--- src/rtl/hub75_scan_ctrl.sv ---
// hub75_scan_ctrl: HUB75 scan sequencer.
// Walks rows and bit planes. For each plane it fetches one row of every
// segment through a 1-cycle-latency read port and shifts it out on the
// panel clock. It then latches the row and holds OE low for a
// binary-weighted time.
// Optional feature: define HUB75_DEADTIME_EN to insert a 4-cycle DEAD state
// before the plane-0 latch. The row address moves in DEAD instead of LATCH.
module hub75_scan_ctrl #(
  parameter  int hpixel_p     = 64,
  parameter  int vpixel_p     = 64,
  parameter  int bpp_p        = 8,
  parameter  int segments_p   = 2,
  parameter  int oe_base_p    = 4,
  localparam int rows_p       = vpixel_p / segments_p,
  localparam int addr_width_p = $clog2(hpixel_p * vpixel_p),
  localparam int row_width_p  = $clog2(rows_p)
) (
  input  logic                                   clk,
  input  logic                                   rst,
  input  logic                                   i_enable,
  output logic [addr_width_p-1:0]                o_rd_addr,
  input  logic [segments_p-1:0][2:0][bpp_p-1:0]  i_rd_data,
  output logic [segments_p-1:0][2:0]             o_hub_rgb,
  output logic                                   o_hub_clk,
  output logic                                   o_hub_lat,
  output logic                                   o_hub_oe_n,
  output logic [row_width_p-1:0]                 o_hub_addr,
  output logic                                   o_frame_done,
  output logic                                   o_busy
);

  // Shift phase: two system clocks per column plus two tail cycles.
  // In the tail the last column is clocked into the panel.
  localparam int shift_len_p = 2 * hpixel_p + 2;
  localparam int shift_w_p   = $clog2(shift_len_p);
  localparam int disp_w_p    = $clog2(oe_base_p << (bpp_p - 1)) + 1;
  localparam int plane_w_p   = (bpp_p > 1) ? $clog2(bpp_p) : 1;

  localparam logic [shift_w_p-1:0]   shift_last_c = shift_w_p'(shift_len_p - 1);
  localparam logic [shift_w_p-1:0]   shift_cols_c = shift_w_p'(2 * hpixel_p);
  localparam logic [shift_w_p-1:0]   dead_last_c  = shift_w_p'(3);
  localparam logic [plane_w_p-1:0]   plane_last_c = plane_w_p'(bpp_p - 1);
  localparam logic [row_width_p-1:0] row_last_c   = row_width_p'(rows_p - 1);

  typedef enum logic [2:0] {
    IDLE    = 3'd0,
    SHIFT   = 3'd1,
    DEAD    = 3'd2,
    LATCH   = 3'd3,
    DISPLAY = 3'd4
  } state_e;

  // Sequencer state.
  state_e                 state_q, state_d;
  logic [shift_w_p-1:0]   shift_cnt_q, shift_cnt_d;
  logic [disp_w_p-1:0]    disp_cnt_q, disp_cnt_d;
  logic [row_width_p-1:0] row_q, row_d;
  logic [plane_w_p-1:0]   plane_q, plane_d;

  // Registered panel-side outputs.
  logic [addr_width_p-1:0]    rd_addr_q, rd_addr_d;
  logic [segments_p-1:0][2:0] hub_rgb_q, hub_rgb_d;
  logic                       hub_clk_q, hub_clk_d;
  logic                       hub_lat_q, hub_lat_d;
  logic                       hub_oe_n_q, hub_oe_n_d;
  logic [row_width_p-1:0]     hub_addr_q, hub_addr_d;
  logic                       frame_done_q, frame_done_d;
  logic                       busy_q, busy_d;

  // Current bit plane picked out of the incoming pixel word.
  logic [segments_p-1:0][2:0] rgb_sel;
  logic [shift_w_p-2:0]       col_d;

  // Last display-counter value for a given plane (OE-low time minus one).
  function automatic logic [disp_w_p-1:0] disp_last_f(input logic [plane_w_p-1:0] plane);
    return (disp_w_p'(oe_base_p) << plane) - disp_w_p'(1);
  endfunction

  for (genvar gi = 0; gi < segments_p; gi++) begin : g_seg
    for (genvar gc = 0; gc < 3; gc++) begin : g_ch
      assign rgb_sel[gi][gc] = i_rd_data[gi][gc][plane_q];
    end
  end

  // Next-state logic: state, phase counters, row and plane bookkeeping.
  always_comb begin
    state_d     = state_q;
    shift_cnt_d = shift_cnt_q;
    disp_cnt_d  = disp_cnt_q;
    row_d       = row_q;
    plane_d     = plane_q;
    unique case (state_q)
      IDLE: begin
        if (i_enable) begin
          state_d     = SHIFT;
          shift_cnt_d = '0;
          row_d       = '0;
          plane_d     = '0;
        end
      end
      SHIFT: begin
        if (shift_cnt_q == shift_last_c) begin
          shift_cnt_d = '0;
`ifdef HUB75_DEADTIME_EN
          // Only plane 0 starts a new row, so only it needs settle time.
          state_d = (plane_q == '0) ? DEAD : LATCH;
`else
          state_d = LATCH;
`endif
        end else begin
          shift_cnt_d = shift_cnt_q + shift_w_p'(1);
        end
      end
      DEAD: begin
        // The shift counter is idle here, so it times the dead period.
        if (shift_cnt_q == dead_last_c) begin
          shift_cnt_d = '0;
          state_d     = LATCH;
        end else begin
          shift_cnt_d = shift_cnt_q + shift_w_p'(1);
        end
      end
      LATCH: begin
        state_d    = DISPLAY;
        disp_cnt_d = '0;
      end
      DISPLAY: begin
        if (disp_cnt_q == disp_last_f(plane_q)) begin
          disp_cnt_d = '0;
          state_d    = SHIFT;
          if (plane_q == plane_last_c) begin
            plane_d = '0;
            if (row_q == row_last_c) begin
              row_d = '0;
              // Frame boundary: the only point besides IDLE where enable matters.
              if (!i_enable) begin
                state_d = IDLE;
              end
            end else begin
              row_d = row_q + row_width_p'(1);
            end
          end else begin
            plane_d = plane_q + plane_w_p'(1);
          end
        end else begin
          disp_cnt_d = disp_cnt_q + disp_w_p'(1);
        end
      end
      default: state_d = IDLE;
    endcase
  end

  // Output decode from the next state, so the registered outputs line up
  // with the state they describe.
  always_comb begin
    col_d        = shift_cnt_d[shift_w_p-1:1];
    rd_addr_d    = rd_addr_q;
    hub_rgb_d    = hub_rgb_q;
    hub_addr_d   = hub_addr_q;
    hub_clk_d    = (state_d == SHIFT) && shift_cnt_d[0] && (shift_cnt_d >= shift_w_p'(3));
    hub_lat_d    = (state_d == LATCH);
    hub_oe_n_d   = (state_d != DISPLAY);
    busy_d       = (state_d != IDLE);
    frame_done_d = (state_d == DISPLAY) && (disp_cnt_d == disp_last_f(plane_d)) &&
                   (plane_d == plane_last_c) && (row_d == row_last_c);

    // Issue the read for column c on even shift cycles 2c.
    if ((state_d == SHIFT) && !shift_cnt_d[0] && (shift_cnt_d < shift_cols_c)) begin
      rd_addr_d = addr_width_p'(row_d) * addr_width_p'(hpixel_p) + addr_width_p'(col_d);
    end

    // Read data is valid on the odd cycle after the address; capture it then.
    if ((state_q == SHIFT) && shift_cnt_q[0] && (shift_cnt_q < shift_cols_c)) begin
      hub_rgb_d = rgb_sel;
    end

`ifdef HUB75_DEADTIME_EN
    // Row select moves on DEAD entry, giving the panel time to settle before LATCH.
    if ((state_d == DEAD) && (state_q != DEAD)) begin
      hub_addr_d = row_d;
    end
`else
    // Row select moves with the latch pulse while OE is still high.
    if (state_d == LATCH) begin
      hub_addr_d = row_d;
    end
`endif
  end

  // All state and output registers with synchronous reset.
  always_ff @(posedge clk) begin
    if (rst) begin
      state_q      <= IDLE;
      shift_cnt_q  <= '0;
      disp_cnt_q   <= '0;
      row_q        <= '0;
      plane_q      <= '0;
      rd_addr_q    <= '0;
      hub_rgb_q    <= '0;
      hub_clk_q    <= 1'b0;
      hub_lat_q    <= 1'b0;
      hub_oe_n_q   <= 1'b1;
      hub_addr_q   <= '0;
      frame_done_q <= 1'b0;
      busy_q       <= 1'b0;
    end else begin
      state_q      <= state_d;
      shift_cnt_q  <= shift_cnt_d;
      disp_cnt_q   <= disp_cnt_d;
      row_q        <= row_d;
      plane_q      <= plane_d;
      rd_addr_q    <= rd_addr_d;
      hub_rgb_q    <= hub_rgb_d;
      hub_clk_q    <= hub_clk_d;
      hub_lat_q    <= hub_lat_d;
      hub_oe_n_q   <= hub_oe_n_d;
      hub_addr_q   <= hub_addr_d;
      frame_done_q <= frame_done_d;
      busy_q       <= busy_d;
    end
  end

  assign o_rd_addr    = rd_addr_q;
  assign o_hub_rgb    = hub_rgb_q;
  assign o_hub_clk    = hub_clk_q;
  assign o_hub_lat    = hub_lat_q;
  assign o_hub_oe_n   = hub_oe_n_q;
  assign o_hub_addr   = hub_addr_q;
  assign o_frame_done = frame_done_q;
  assign o_busy       = busy_q;

endmodule

--- config.mk ---
export PLATFORM = sky130hd
export DESIGN_NAME = hub75_scan_ctrl
export DESIGN_NICKNAME = d
export VERILOG_FILES = /design/src/rtl/hub75_scan_ctrl.sv
export SDC_FILE = /design/constraint.sdc
export NUM_CORES = 1
export LEC_CHECK = 0
export BUFFER_PORTS_ARGS = -buffer_cell sky130_fd_sc_hd__buf_2
export CAP_MARGIN = 15
export CORE_ASPECT_RATIO = 1.2
export CORE_MARGIN = 2
export CORE_UTILIZATION = 50
export DETAILED_ROUTE_END_ITERATION = 8
export PLACE_DENSITY = 0.74
export SLEW_MARGIN = 0
export SYNTH_ARGS = -nofsm -noshare
export SYNTH_HDL_FRONTEND = slang
export SYNTH_SLANG_ARGS = --single-unit
--- constraint.sdc ---
create_clock -name clk -period 12.3 [get_ports clk]
set_input_delay 2.46 -clock clk [delete_from_list [all_inputs] [get_ports clk]]
set_output_delay 2.46 -clock clk [all_outputs]
set_load 0.02 [all_outputs]
==> results of run 1 <==
## how the worst max path moves through the flow
stage	startpoint	to	slack [ns]	cells after the start
detailed placement	plane_q[0]$_SDFF_PP0_	o_frame_done$_SDFF_PP0_	7.12	16
finish	plane_q[1]$_SDFF_PP0_	o_frame_done$_SDFF_PP0_	7.31	16
global placement	i_enable	o_frame_done$_SDFF_PP0_	7.32	9
global route	plane_q[1]$_SDFF_PP0_	o_frame_done$_SDFF_PP0_	7.03	16
floorplan	plane_q[0]$_SDFF_PP0_	o_frame_done$_SDFF_PP0_	7.39	19
CTS	plane_q[0]$_SDFF_PP0_	o_frame_done$_SDFF_PP0_	7.09	16
## per-layer routing
| metal | track usage (%) | part of all wire, % | routed length (um) | vias to the layer above |
|---|---|---|---|---|
| met2 | 39.2 | 51 | 4830 | 118 |
| met4 | 9.33 | 3.1 | 296 | 0 |
| met1 | 26.8 | 41 | 3880 | 1607 |
| li1 | - | - | - | 1711 |
| met5 | 0 | 0 | 0 | - |
| met3 | 5.06 | 5.3 | 507 | 34 |
## cells by family after synthesis
kind of cell               Yosys count  synth area share, %
and+or+nand+nor                    186                 26.3
AOI/OAI and AO/OA                   87                 17.0
DFF                                 57                 30.2
buffers and inverters               35                 4.10
muxes                               35                 13.3
xor gates and xnor gates            17                 4.14
adders and majority gates           15                 4.97
## per-stage QoR
stage / util [%] / total power, uW / worst slack [ns] / std cells / cell area, sq um
2_1_floorplan: - / 215 / 7.39 / 432 / 3780
3_3_place_gp: 57.3 / 226 / 7.32 / 576 / 4170
3_5_place_dp: 57.3 / 227 / 7.12 / 576 / 4170
4_1_cts: 59.5 / 375 / 7.09 / 592 / 4330
5_1_grt: 59.9 / 386 / 7.03 / 593 / 4360
6_report: 59.9 / 373 / 7.31 / 593 / 4360
## worst register-to-register path: stages, from the launching register on
cell and delay [ns]:
sky130_fd_sc_hd__dfxtp_1 0.80, sky130_fd_sc_hd__inv_1 0.22, sky130_fd_sc_hd__ha_1 0.34, sky130_fd_sc_hd__nand2b_1 0.14, sky130_fd_sc_hd__ha_1 0.23, sky130_fd_sc_hd__xnor2_1 0.16, sky130_fd_sc_hd__xnor2_1 0.09, sky130_fd_sc_hd__a2111oi_0 0.48
sky130_fd_sc_hd__and4_1 0.61, sky130_fd_sc_hd__nand3_4 0.19, sky130_fd_sc_hd__mux2i_1 0.36, sky130_fd_sc_hd__nand3_1 0.16, sky130_fd_sc_hd__ha_1 0.33, sky130_fd_sc_hd__and3_1 0.19, sky130_fd_sc_hd__a2111oi_1 0.28, sky130_fd_sc_hd__a211oi_1 0.11
sky130_fd_sc_hd__a211oi_2 0.22
## flip-flops by register name, indices dropped and copies added (netlist names), 3 cells and up
name,flops
disp_cnt_q,10
o_hub_addr,5
o_hub_rgb,6
o_rd_addr,12
plane_q,3
row_q,5
shift_cnt_q,8
state_q,3
## cell usage after synthesis, types with 4 or more instances
| cell type | number | area share, % |
|---|---|---|
| sky130_fd_sc_hd__nor2_1 | 63 | 6.3 |
| sky130_fd_sc_hd__dfxtp_1 | 57 | 30 |
| sky130_fd_sc_hd__nand2_1 | 22 | 2.2 |
| sky130_fd_sc_hd__mux2i_1 | 21 | 5.6 |
| sky130_fd_sc_hd__a21oi_1 | 19 | 2.5 |
| sky130_fd_sc_hd__nand3_1 | 17 | 2.3 |
| sky130_fd_sc_hd__clkbuf_1 | 16 | 1.6 |
| sky130_fd_sc_hd__nor2b_1 | 16 | 2.6 |
| sky130_fd_sc_hd__ha_1 | 15 | 5.0 |
| sky130_fd_sc_hd__o21ai_0 | 15 | 2.0 |
| sky130_fd_sc_hd__a211oi_1 | 12 | 2.4 |
| sky130_fd_sc_hd__mux4_2 | 12 | 7.1 |
| sky130_fd_sc_hd__xnor2_1 | 12 | 2.8 |
| sky130_fd_sc_hd__and3_1 | 11 | 1.8 |
| sky130_fd_sc_hd__nor3_1 | 11 | 1.5 |
| sky130_fd_sc_hd__inv_1 | 10 | 0.99 |
| sky130_fd_sc_hd__nand4_1 | 7 | 1.2 |
| sky130_fd_sc_hd__and2_1 | 5 | 0.83 |
| sky130_fd_sc_hd__nand2b_1 | 5 | 0.83 |
| sky130_fd_sc_hd__or3_1 | 5 | 0.83 |
| sky130_fd_sc_hd__a31oi_1 | 4 | 0.66 |
| sky130_fd_sc_hd__buf_4 | 4 | 0.79 |
| sky130_fd_sc_hd__xor2_1 | 4 | 0.93 |
## cell usage in the layout (no fill, tap or decap), types with 15 or more instances in the layout
master and count:
sky130_fd_sc_hd__nand3_1 17, sky130_fd_sc_hd__nor2_1 63, sky130_fd_sc_hd__ha_1 15, sky130_fd_sc_hd__buf_2 78
sky130_fd_sc_hd__mux2i_1 21, sky130_fd_sc_hd__nor2b_1 16, sky130_fd_sc_hd__a21oi_1 19, sky130_fd_sc_hd__o21ai_0 15
sky130_fd_sc_hd__dfxtp_1 57, sky130_fd_sc_hd__nand2_1 22
## final cells by class
cell class / instances / area (sq um)
Tap cell: 90 / 113
Multi-Input combinational cell: 340 / 2480
Sequential cell: 57 / 1140
Clock buffer: 10 / 128
Timing Repair Buffer: 79 / 418
Inverter: 11 / 41.3
Clock inverter: 6 / 35.0
Fill cell: 650 / 2920
## power groups by stage
stage / registers, uW / clock network, uW / logic [uW]
after global placement: 193 / 0 / 32.8
after detailed placement: 194 / 0 / 33.8
final: 189 / 150 / 33.6
after floorplan: 196 / 0 / 19.2
after global routing: 190 / 160 / 36.8
after CTS: 189 / 151 / 33.8
==> reports/qor.txt, run 1 <==
Crit path max-delay family: simple AND/OR/NAND/NOR gates
Buf+Inv Stages, Crit Path: 1
Number of cell instances on the worst register-to-register path: 16
Cts bufs inserted: 9
Relative contribution of sequential cells to total power: 50.8%
Worst-skew pair later-pin latency: 0.35 ns
Gate Count Post-Synth: 432
Endpoint required time on the critical path: 12.56 ns
HPWL reported at the end of detailed placement: 7.01 mm
Clock tree from TritonCTS: yes
Hold_sp: o_hub_addr[2]$_SDFFE_PP0P_
Shortest period the worst path allows: 4.99 ns
First-pass GRT wire length: 15.1 mm
Clock transition at the registers of the reported paths: 0.07 ns
Number of clock sinks: 57
Count of pins over their slew limit: 0
Chip height: 99.2 um
Hold WS: 0.470 ns
Row count: 34
Starting density of the core: 52.0%
Hold Path Sink: o_hub_addr[2]$_SDFFE_PP0P_
Routability cong.: 0.870
Layout cells sized above 1: 25.8%
Setup Fix Bufs, Post-CTS: 0
Cell repeated most along the worst path: sky130_fd_sc_hd__ha_1
Maximum fanout along the worst path: 16
Endpoint class of the critical path: flip-flop
Remaining Overflow, GRT: 0
Portion of the post-synthesis area used by sequential elements: 30.2%
Final Hold Viols: 0
DR vias: 3470
Nets@finish: 564
Die W: 83.4 um
Switching fraction of total power: 26.4%
Detailed-route wire length: 9.51 mm
Headroom to the max-slew limit: 32.7%
Antenna diode count: 0
Arrival time at the worst endpoint: 5.25 ns
Number of warning messages in the yosys log: 0
Number of port buffers: 78
Highest clock rate: 200 MHz
WS Path Type: flip-flop to flip-flop
Cts hold-fix bufs: 0
Unrepaired setup endpoints after global routing: no
Internal power: 274 uW
Most used DFF post-synth: sky130_fd_sc_hd__dfxtp_1
Avg Inst Size Synth: 8.75 sq um
Count of H-tree levels built during CTS: 3
Maximum clock insertion buffer count: 2
Clock power frac: 40.1%
Detailed router's first-iteration violation count: 199
Net switching component of the power: 98.2 uW
Vias per Instance: 5.85
Max-Cap Viols: 0
Launching point of the worst reg2reg path: plane_q[1]$_SDFF_PP0_
Routed wire per std cell: 16.0 um
Clock Skew: 0.0123 ns
DRC violation count after routing: 0
Worst hold stages: 2
Critical Path Start Type: flip-flop
Sum Neg Setup Slack: 0 ns
Number of distinct standard cells referenced by the synthesized netlist: 74
Class of the tightest hold or removal check: flip-flop to flip-flop
Number of setup violations in the final report: 0
Initial antenna violation count: 0
Top-Level Pins: 79
Ys async rst share: 0%
Clock tree root buffer cell: sky130_fd_sc_hd__clkbuf_8
Post-cts resize count: 0
Slowest stage cell, crit path: sky130_fd_sc_hd__dfxtp_1
Leakage component of the power: 0.00183 uW
Maximum ir drop on the vdd rail: 0.0588 mV
Via count of the first global-routing pass: 3172
Slowest cell delay on critical path: 0.80 ns
Post-synthesis cell area: 0.00378 sq mm
Reg-to-Reg End: o_frame_done$_SDFF_PP0_
Floorplan Core Area: 0.00727 sq mm
Total power density per cell area: 85.5 mW/mm^2
Worst path cell trace: inv_1 > ha_1 > nand2b_1 > ha_1 > xnor2_1 > xnor2_1 > a2111oi_0 > and4_1 > nand3_4 > mux2i_1 > nand3_1 > ha_1 > and3_1 > a2111oi_1 > a211oi_1 > a211oi_2
Combinational Power Share: 9.0%
Number of iterations in the first detailed-routing pass: 5
Transition time at the pin with the least slew margin: 1.01 ns
Pin count of the biggest net entering global routing: 54
Final worst path period share: 40.6%
Die outline area: 0.00827 sq mm
Combined global-route utilization of all metal layers: 22.5%
Post-Synthesis Net Count: 498
Syn-to-layout area delta: 15.3%
FF+latch count, synth: 57
Post-route antenna net violation count: 0
Reg2Reg Setup Slack: 7.31 ns
Number of synthesized flops with an enable pin: 0
Result of the run: complete, no violations
(Power assumes the default switching activity.)
==> run 2, diff against run 1 <==
--- a/config.mk
+++ b/config.mk
@@ -5,13 +5,14 @@
 export SDC_FILE = /design/constraint.sdc
 export NUM_CORES = 1
 export LEC_CHECK = 0
+export ABC_AREA = 1
 export BUFFER_PORTS_ARGS = -buffer_cell sky130_fd_sc_hd__buf_2
 export CAP_MARGIN = 15
 export CORE_ASPECT_RATIO = 1.2
 export CORE_MARGIN = 2
 export CORE_UTILIZATION = 50
 export DETAILED_ROUTE_END_ITERATION = 8
-export PLACE_DENSITY = 0.74
+export PLACE_DENSITY = 0.76
 export SLEW_MARGIN = 0
 export SYNTH_ARGS = -nofsm -noshare
 export SYNTH_HDL_FRONTEND = slang
==> constraint.sdc (replaced) <==
create_clock -name clk -period 4.5 [get_ports clk]
set_input_delay 0.9 -clock clk [delete_from_list [all_inputs] [get_ports clk]]
set_output_delay 0.9 -clock clk [all_outputs]
set_load 0.02 [all_outputs]
==> run 2 against run 1 <==
Register-to-register slack lost 6.5 ns. First-iteration DRC count grew 34%. Power grew to 2.9 times the previous value. Die area grew 5.1%. Utilization shrank 0.28 points. Clock power grew to 2.8 times the previous value. Worst setup slack lost 6.5 ns. Area after synthesis grew 5.3%. Non-clock buffer count grew 5. Maximum frequency grew 34%. Largest cell class unchanged. Highest routed layer unchanged.
==> reports/qor.txt, run 2 <==
Vias per Instance: 5.45 (-6.9%)
Buf+Inv Stages, Crit Path: 3 (+2)
Routability cong.: 0.984 (+13%)
Avg Inst Size Synth: 6.20 sq um (-29%)
Floorplan Core Area: 0.00771 sq mm (+6.0%)
Pin count of the biggest net entering global routing: 34 (-37%)
Syn-to-layout area delta: 15.5%
Cts bufs inserted: 9 (unchanged)
Layout cells sized above 1: 16.8% (-9.1 points)
Critical Path Start Type: flip-flop
Via count of the first global-routing pass: 3960 (+25%)
Maximum ir drop on the vdd rail: 0.208 mV (+250%)
Clock Skew: 0.0142 ns (+0.00192 ns)
Number of clock sinks: 57 (unchanged)
Row count: 35 (+2.9%)
Most used DFF post-synth: sky130_fd_sc_hd__dfxtp_1
Area of placed instances: 0.00444 sq mm (+6.4%)
Result of the run: complete, no violations
Cell repeated most along the worst path: sky130_fd_sc_hd__nand2_1
Clock tree from TritonCTS: yes
DRC violation count after routing: 0 (unchanged)
Number of setup violations in the final report: 0 (unchanged)
Detailed-route wire length: 10.9 mm (+15%)
Shortest period the worst path allows: 3.73 ns (-1.26 ns)
Unrepaired setup endpoints after global routing: no
Post-synthesis cell area: 0.00398 sq mm (+5.3%)
Post-cts resize count: 0 (unchanged)
Die outline area: 0.00870 sq mm (+5.1%)
Number of iterations in the first detailed-routing pass: 5 (unchanged)
DR vias: 4427 (+28%)
Reg2Reg Setup Slack: 0.77 ns (-6.54 ns)
Arrival time at the worst endpoint: 4.02 ns (-1.23 ns)
Crit path max-delay family: simple AND/OR/NAND/NOR gates
Total power density per cell area: 233 mW/mm^2 (+170%)
Count of filler cells inserted in the layout: 769 (+18%)
Chip height: 102 um (+2.5%)
Ys async rst share: 0% (unchanged)
Starting density of the core: 51.7% (-0.30 points)
Die W: 85.5 um (+2.5%)
Gate Count Post-Synth: 642 (+49%)
Cts hold-fix bufs: 0 (unchanged)
Maximum fanout along the worst path: 14 (-2)
Clock tree root buffer cell: sky130_fd_sc_hd__clkbuf_8
Transition time at the pin with the least slew margin: 1.14 ns (+0.134 ns)
Number of flip-flops in the largest register: 12 (unchanged)
Number of distinct standard cells referenced by the synthesized netlist: 39 (-47%)
Maximum clock insertion buffer count: 2 (unchanged)
Antenna diode count: 0 (unchanged)
Combined global-route utilization of all metal layers: 25.5% (+3.0 points)
Number of synthesized flops with an enable pin: 0 (unchanged)
Most frequent cells in the layout: sky130_fd_sc_hd__nand2_1 (134), sky130_fd_sc_hd__nor2_1 (102), sky130_fd_sc_hd__inv_1 (94), sky130_fd_sc_hd__buf_2 (78), sky130_fd_sc_hd__dfxtp_1 (57)
Most repeated cell in the gate-level netlist after synthesis: sky130_fd_sc_hd__nand2_1
Routed wire per std cell: 13.4 um (-16%)
Headroom to the max-slew limit: 23.2% (-9.5 points)
FF+latch count, synth: 57 (unchanged)
Max-Cap Viols: 0 (unchanged)
Leakage component of the power: 0.00224 uW (+23%)
Clock transition at the registers of the reported paths: 0.07 ns (about the same)
Fin area: 0.00460 sq mm (+5.5%)
Slowest cell delay on critical path: 0.35 ns (-0.45 ns)
Final worst path period share: 82.8% (+42 points)
Initial antenna violation count: 0 (unchanged)
First-pass GRT wire length: 18.0 mm (+19%)
Number of warning messages in the yosys log: 0 (unchanged)
Highest clock rate: 268 MHz (+34%)
Detailed router's first-iteration violation count: 266 (+34%)
Portion of the post-synthesis area used by sequential elements: 28.7% (-1.5 points)
Most common cell after layout, fill and taps aside: sky130_fd_sc_hd__nand2_1
Class of the tightest hold or removal check: flip-flop to flip-flop
Endpoint required time on the critical path: 4.79 ns (-7.77 ns)
Post-route antenna net violation count: 0 (unchanged)
Number of port buffers: 78 (unchanged)
Top-Level Pins: 79 (unchanged)
Top cells by area in the synthesized netlist: sky130_fd_sc_hd__dfxtp_1 (29%), sky130_fd_sc_hd__nand2_1 (13%), sky130_fd_sc_hd__nor2_1 (9.6%)
Share of Yosys cell area claimed by the top area cell type: 28.7% (-1.5 points)
Count of pins over their slew limit: 0 (unchanged)
Setup Fix Bufs, Post-CTS: 0 (unchanged)
WS Path Type: flip-flop to flip-flop
Total power consumption of the routed design: 1070 uW (+190%)
Largest area contributor in the netlist: sky130_fd_sc_hd__dfxtp_1
Worst-skew pair later-pin latency: 0.35 ns (about the same)
Sum Neg Setup Slack: 0 ns (unchanged)
Leading cell types by count after synthesis: sky130_fd_sc_hd__nand2_1 (134), sky130_fd_sc_hd__nor2_1 (102), sky130_fd_sc_hd__inv_1 (94)
HPWL reported at the end of detailed placement: 8.50 mm (+21%)
Final Hold Viols: 0 (unchanged)
Nets@finish: 783 (+39%)
Count of H-tree levels built during CTS: 3 (unchanged)
Post-Synthesis Net Count: 708 (+42%)
Remaining Overflow, GRT: 0 (unchanged)
Endpoint class of the critical path: flip-flop
Slowest stage cell, crit path: sky130_fd_sc_hd__ha_1
## run 2: cell types whose count changed in the layout (fill, tap and decap cells not counted), moves of 21 or more
cell	previous run	this run
sky130_fd_sc_hd__o21ai_0	15	38
sky130_fd_sc_hd__nand2_1	22	134
sky130_fd_sc_hd__mux2i_1	21	0
sky130_fd_sc_hd__nand3_1	17	55
sky130_fd_sc_hd__inv_1	10	94
sky130_fd_sc_hd__nor2_1	63	102
## run 2: cell type report
cell class                 instances  area (sq um)  area share [%]
multi-input combinational        467          2370            51.6
sequential                        57          1140            24.8
timing repair buffer              84           435            9.47
inverter                          98           370            8.06
clock buffer                      11           141            3.08
tap                               92           115            2.50
clock inverter                     4          20.0           0.435
## run 2: worst min-delay path, stage by stage, from the launching register on
cell                      delay, ns
sky130_fd_sc_hd__dfxtp_1       0.31
sky130_fd_sc_hd__nand2_1       0.06
sky130_fd_sc_hd__a21oi_1       0.06
## run 2: stage by stage
step	hold slack [ns]	worst slack (ns)	utilization [%]	cells
floorplan	0.462	0.803	-	642
global placement	0.455	0.931	57.5	798
detailed placement	0.458	0.837	57.5	798
CTS	0.467	0.816	59.6	813
global route	0.496	0.337	59.6	813
finish	0.472	0.774	59.6	813
## run 2: logic make-up after synthesis
kind of cell	synth area share [%]
flops	28.7
xor+xnor	2.42
compound gates	16.0
buf+inv	11.7
simple gates	36.5
fa+ha+maj	4.71
## run 2: metal layers
layer / global-route usage (%) / share of wire (%) / vias to the layer above
met5: 0 / 0 / -
met4: 11.6 / 3.6 / 0
met3: 4.32 / 5.1 / 37
met2: 44.7 / 50 / 160
met1: 30.5 / 41 / 2000
li1: - / - / 2230
## run 2: final timing paths
| kind | depth (start not counted) | endpoint | from |
|---|---|---|---|
| max | 26 | o_frame_done$_SDFF_PP0_ | plane_q[1]$_SDFF_PP0_ |
| min | 2 | o_hub_rgb[4]$_SDFFE_PP0P_ | o_hub_rgb[4]$_SDFFE_PP0P_ |
| max reg2reg | 26 | o_frame_done$_SDFF_PP0_ | plane_q[1]$_SDFF_PP0_ |
| min reg2reg | 2 | o_hub_rgb[4]$_SDFFE_PP0P_ | o_hub_rgb[4]$_SDFFE_PP0P_ |
## run 2: report_power, final
group	switching [uW]	total (uW)	internal [uW]
Combinational	78.8	125	46.7
Sequential	8.15	529	521
Clock	208	416	208
Total	295	1070	775
==> run 3, diff against run 2 <==
==> constraint.sdc (replaced) <==
create_clock -name clk -period 3.25 [get_ports clk]
set_input_delay 0.65 -clock clk [delete_from_list [all_inputs] [get_ports clk]]
set_output_delay 0.65 -clock clk [all_outputs]
set_load 0.02 [all_outputs]
==> run 3 against run 2 <==
Worst hold slack worse by 0.0049 ns. Clock skew is 0.0047 ns lower. Die area unchanged. First-iteration DRC count is 7.1% lower. Non-clock buffer count increased by 21. Clock-buffer cell count stayed put. Register-to-register slack lost 0.69 ns. Maximum frequency up 18%. Routed wire length increased by 3.4%. Power increased by 56%. Design area rose by 8.5%.
==> reports/qor.txt, run 3 (synthesized netlist as in run 2, its figures left out) <==
Cts hold-fix bufs: 0 (unchanged)
Clock tree from TritonCTS: yes
Initial antenna violation count: 0 (unchanged)
Post-route antenna net violation count: 0 (unchanged)
Unrepaired setup endpoints after global routing: yes
Number of port buffers: 78 (unchanged)
Number of setup violations in the final report: 0 (unchanged)
Shortest period the worst path allows: 3.17 ns (-0.557 ns)
Crit path max-delay family: simple AND/OR/NAND/NOR gates
Maximum ir drop on the vdd rail: 0.360 mV (+73%)
Cell repeated most along the worst path: sky130_fd_sc_hd__nand2_1
Detailed router's first-iteration violation count: 247 (-7.1%)
Die W: 85.5 um (unchanged)
Combined area of the multi-input logic cells: 0.00252 sq mm (+6.2%)
Layout cells sized above 1: 23.6% (+6.8 points)
Endpoint required time on the critical path: 3.54 ns (-1.25 ns)
Most common cell after layout, fill and taps aside: sky130_fd_sc_hd__nand2_1
Final Hold Viols: 0 (unchanged)
HPWL reported at the end of detailed placement: 8.54 mm (+0.53%)
Launching point of the worst reg2reg path: plane_q[0]$_SDFF_PP0_
Count of filler cells inserted in the layout: 743 (-3.4%)
Number of flip-flops in the largest register: 12 (unchanged)
Buf+Inv Stages, Crit Path: 1 (-2)
Routed wire per std cell: 13.5 um (+0.69%)
Critical Path Start Type: flip-flop
Headroom to the max-slew limit: 62.1% (+39 points)
Transition time at the pin with the least slew margin: 0.568 ns (-0.575 ns)
Row count: 35 (unchanged)
Slowest stage cell, crit path: sky130_fd_sc_hd__dfxtp_4
Chip height: 102 um (unchanged)
Leakage component of the power: 0.00239 uW (+6.6%)
Total power density per cell area: 335 mW/mm^2 (+44%)
Clock transition at the registers of the reported paths: 0.07 ns (about the same)
Maximum clock insertion buffer count: 2 (unchanged)
Antenna diode count: 0 (unchanged)
Final std cells w/o fill: 835 (+2.7%)
Remaining Overflow, GRT: 0 (unchanged)
Hold_sp: o_hub_rgb[1]$_SDFFE_PP0P_
First-pass GRT wire length: 18.1 mm (+0.85%)
Worst-skew pair later-pin latency: 0.34 ns (about the same)
Slowest cell delay on critical path: 0.41 ns (+0.06 ns)
Final worst path period share: 97.5% (+15 points)
# placed instances: 807 (+1.1%)
Utilization of the core after routing: 64.7% (+5.1 points)
Critical path startpoint: plane_q[0]$_SDFF_PP0_
Floorplan Core Area: 0.00771 sq mm (unchanged)
Endpoint class of the critical path: flip-flop
Vias per Instance: 5.37 (-1.4%)
Syn-to-layout area delta: 25.3%
Via count of the first global-routing pass: 4141 (+4.6%)
Pin count of the biggest net entering global routing: 33 (-2.9%)
Maximum fanout along the worst path: 6 (-8)
DR vias: 4483 (+1.3%)
Combined global-route utilization of all metal layers: 25.7% (+0.22 points)
Most frequent cells in the layout: sky130_fd_sc_hd__nand2_1 (124), sky130_fd_sc_hd__nor2_1 (96), sky130_fd_sc_hd__inv_1 (91), sky130_fd_sc_hd__buf_2 (78), sky130_fd_sc_hd__dfxtp_1 (55)
Arrival time at the worst endpoint: 3.45 ns (-0.57 ns)
Die outline area: 0.00870 sq mm (unchanged)
WS Path Type: flip-flop to flip-flop
DRC violation count after routing: 0 (unchanged)
Starting density of the core: 51.7% (unchanged)
Number of clock sinks: 57 (unchanged)
Number of iterations in the first detailed-routing pass: 5 (unchanged)
Routability cong.: 0.967 (-1.8%)
Top-Level Pins: 79 (unchanged)
Clock tree root buffer cell: sky130_fd_sc_hd__clkbuf_8
Count of pins over their slew limit: 0 (unchanged)
Area taken by flip-flops and latches: 0.00115 sq mm (+0.66%)
Cts bufs inserted: 9 (unchanged)
Detailed-route wire length: 11.3 mm (+3.4%)
Class of the tightest hold or removal check: flip-flop to flip-flop
Max-Cap Viols: 0 (unchanged)
Highest clock rate: 316 MHz (+18%)
Result of the run: complete, no violations
Sum Neg Setup Slack: 0 ns (unchanged)
Clock Skew: 0.00951 ns (-0.00468 ns)
Count of H-tree levels built during CTS: 3 (unchanged)
Nets@finish: 804 (+2.7%)
-- run 3: through the flow --
step           area (sq um)  power, uW  setup WS [ns]  hold slack (ns)
4_1_cts                4800       1690        0.00641            0.467
2_1_floorplan          4040        853         0.0151            0.462
6_report               4990       1670         0.0806            0.467
3_5_place_dp           4540        920        -0.0423            0.457
5_1_grt                4990       1740         -0.137            0.483
3_3_place_gp           4540        918         0.0694            0.456
-- run 3: layout make-up --
class / count / area share (%)
timing repair buffer: 105 / 12.0
sequential: 57 / 23.0
multi-input combinational: 467 / 50.5
inverter: 98 / 7.57
clock buffer: 11 / 3.03
tap: 92 / 2.31
clock inverter: 5 / 1.56
-- run 3: worst reg2reg max path: stages, from the launching register on --
cell and delay (ns):
sky130_fd_sc_hd__dfxtp_4 0.41, sky130_fd_sc_hd__inv_6 0.05, sky130_fd_sc_hd__ha_4 0.17, sky130_fd_sc_hd__nand2_4 0.10, sky130_fd_sc_hd__ha_4 0.22, sky130_fd_sc_hd__nand2_2 0.07, sky130_fd_sc_hd__nand2_1 0.05, sky130_fd_sc_hd__nor2_1 0.11
sky130_fd_sc_hd__nand2_1 0.07, sky130_fd_sc_hd__nor2_2 0.14, sky130_fd_sc_hd__nand3_2 0.13, sky130_fd_sc_hd__nor2_8 0.19, sky130_fd_sc_hd__nand2_4 0.08, sky130_fd_sc_hd__nand2_4 0.07, sky130_fd_sc_hd__nand2_4 0.06, sky130_fd_sc_hd__o21ai_4 0.23
sky130_fd_sc_hd__nand3_2 0.15, sky130_fd_sc_hd__ha_4 0.29, sky130_fd_sc_hd__nand3_2 0.06, sky130_fd_sc_hd__nand2_1 0.06, sky130_fd_sc_hd__nand2_1 0.05, sky130_fd_sc_hd__nor2_1 0.08, sky130_fd_sc_hd__nand2_1 0.06, sky130_fd_sc_hd__nor2_1 0.10
sky130_fd_sc_hd__nand2_1 0.05, sky130_fd_sc_hd__nor2_1 0.07
-- run 3: layer usage --
metal / part of all wire (%) / GRT usage, %
met1: 42 / 30.7
met2: 49 / 43.8
met3: 4.8 / 4.40
met4: 4.3 / 14.5
met5: 0 / 0
-- run 3: where the power goes --
group | leakage, uW | internal [uW] | switching [uW] | total (uW)
sequential | 0.000464 | 719 | 11.2 | 730
clock | 0.000115 | 471 | 294 | 765
combinational | 0.00181 | 65.9 | 108 | 174
total | 0.00239 | 1260 | 413 | 1670
-- run 3: worst paths after layout --
| kind | end | slack, ns | depth (start not counted) |
|---|---|---|---|
| setup / recovery | o_frame_done$_SDFF_PP0_ | 0.08 | 25 |
| hold / removal | o_hub_rgb[1]$_SDFFE_PP0P_ | 0.47 | 2 |
| setup reg to reg | o_frame_done$_SDFF_PP0_ | 0.08 | 25 |
| hold reg to reg | o_hub_rgb[1]$_SDFFE_PP0P_ | 0.47 | 2 |
-- run 3: repair_timing --
action / in CTS / in global routing
resized for setup: 6 / 31
hold endpoints to repair: 0 / 0
endpoints found under the setup margin: 1 / 4
cloned: 0 / 0
setup buffers: 1 / 11
pin swaps: 2 / 18
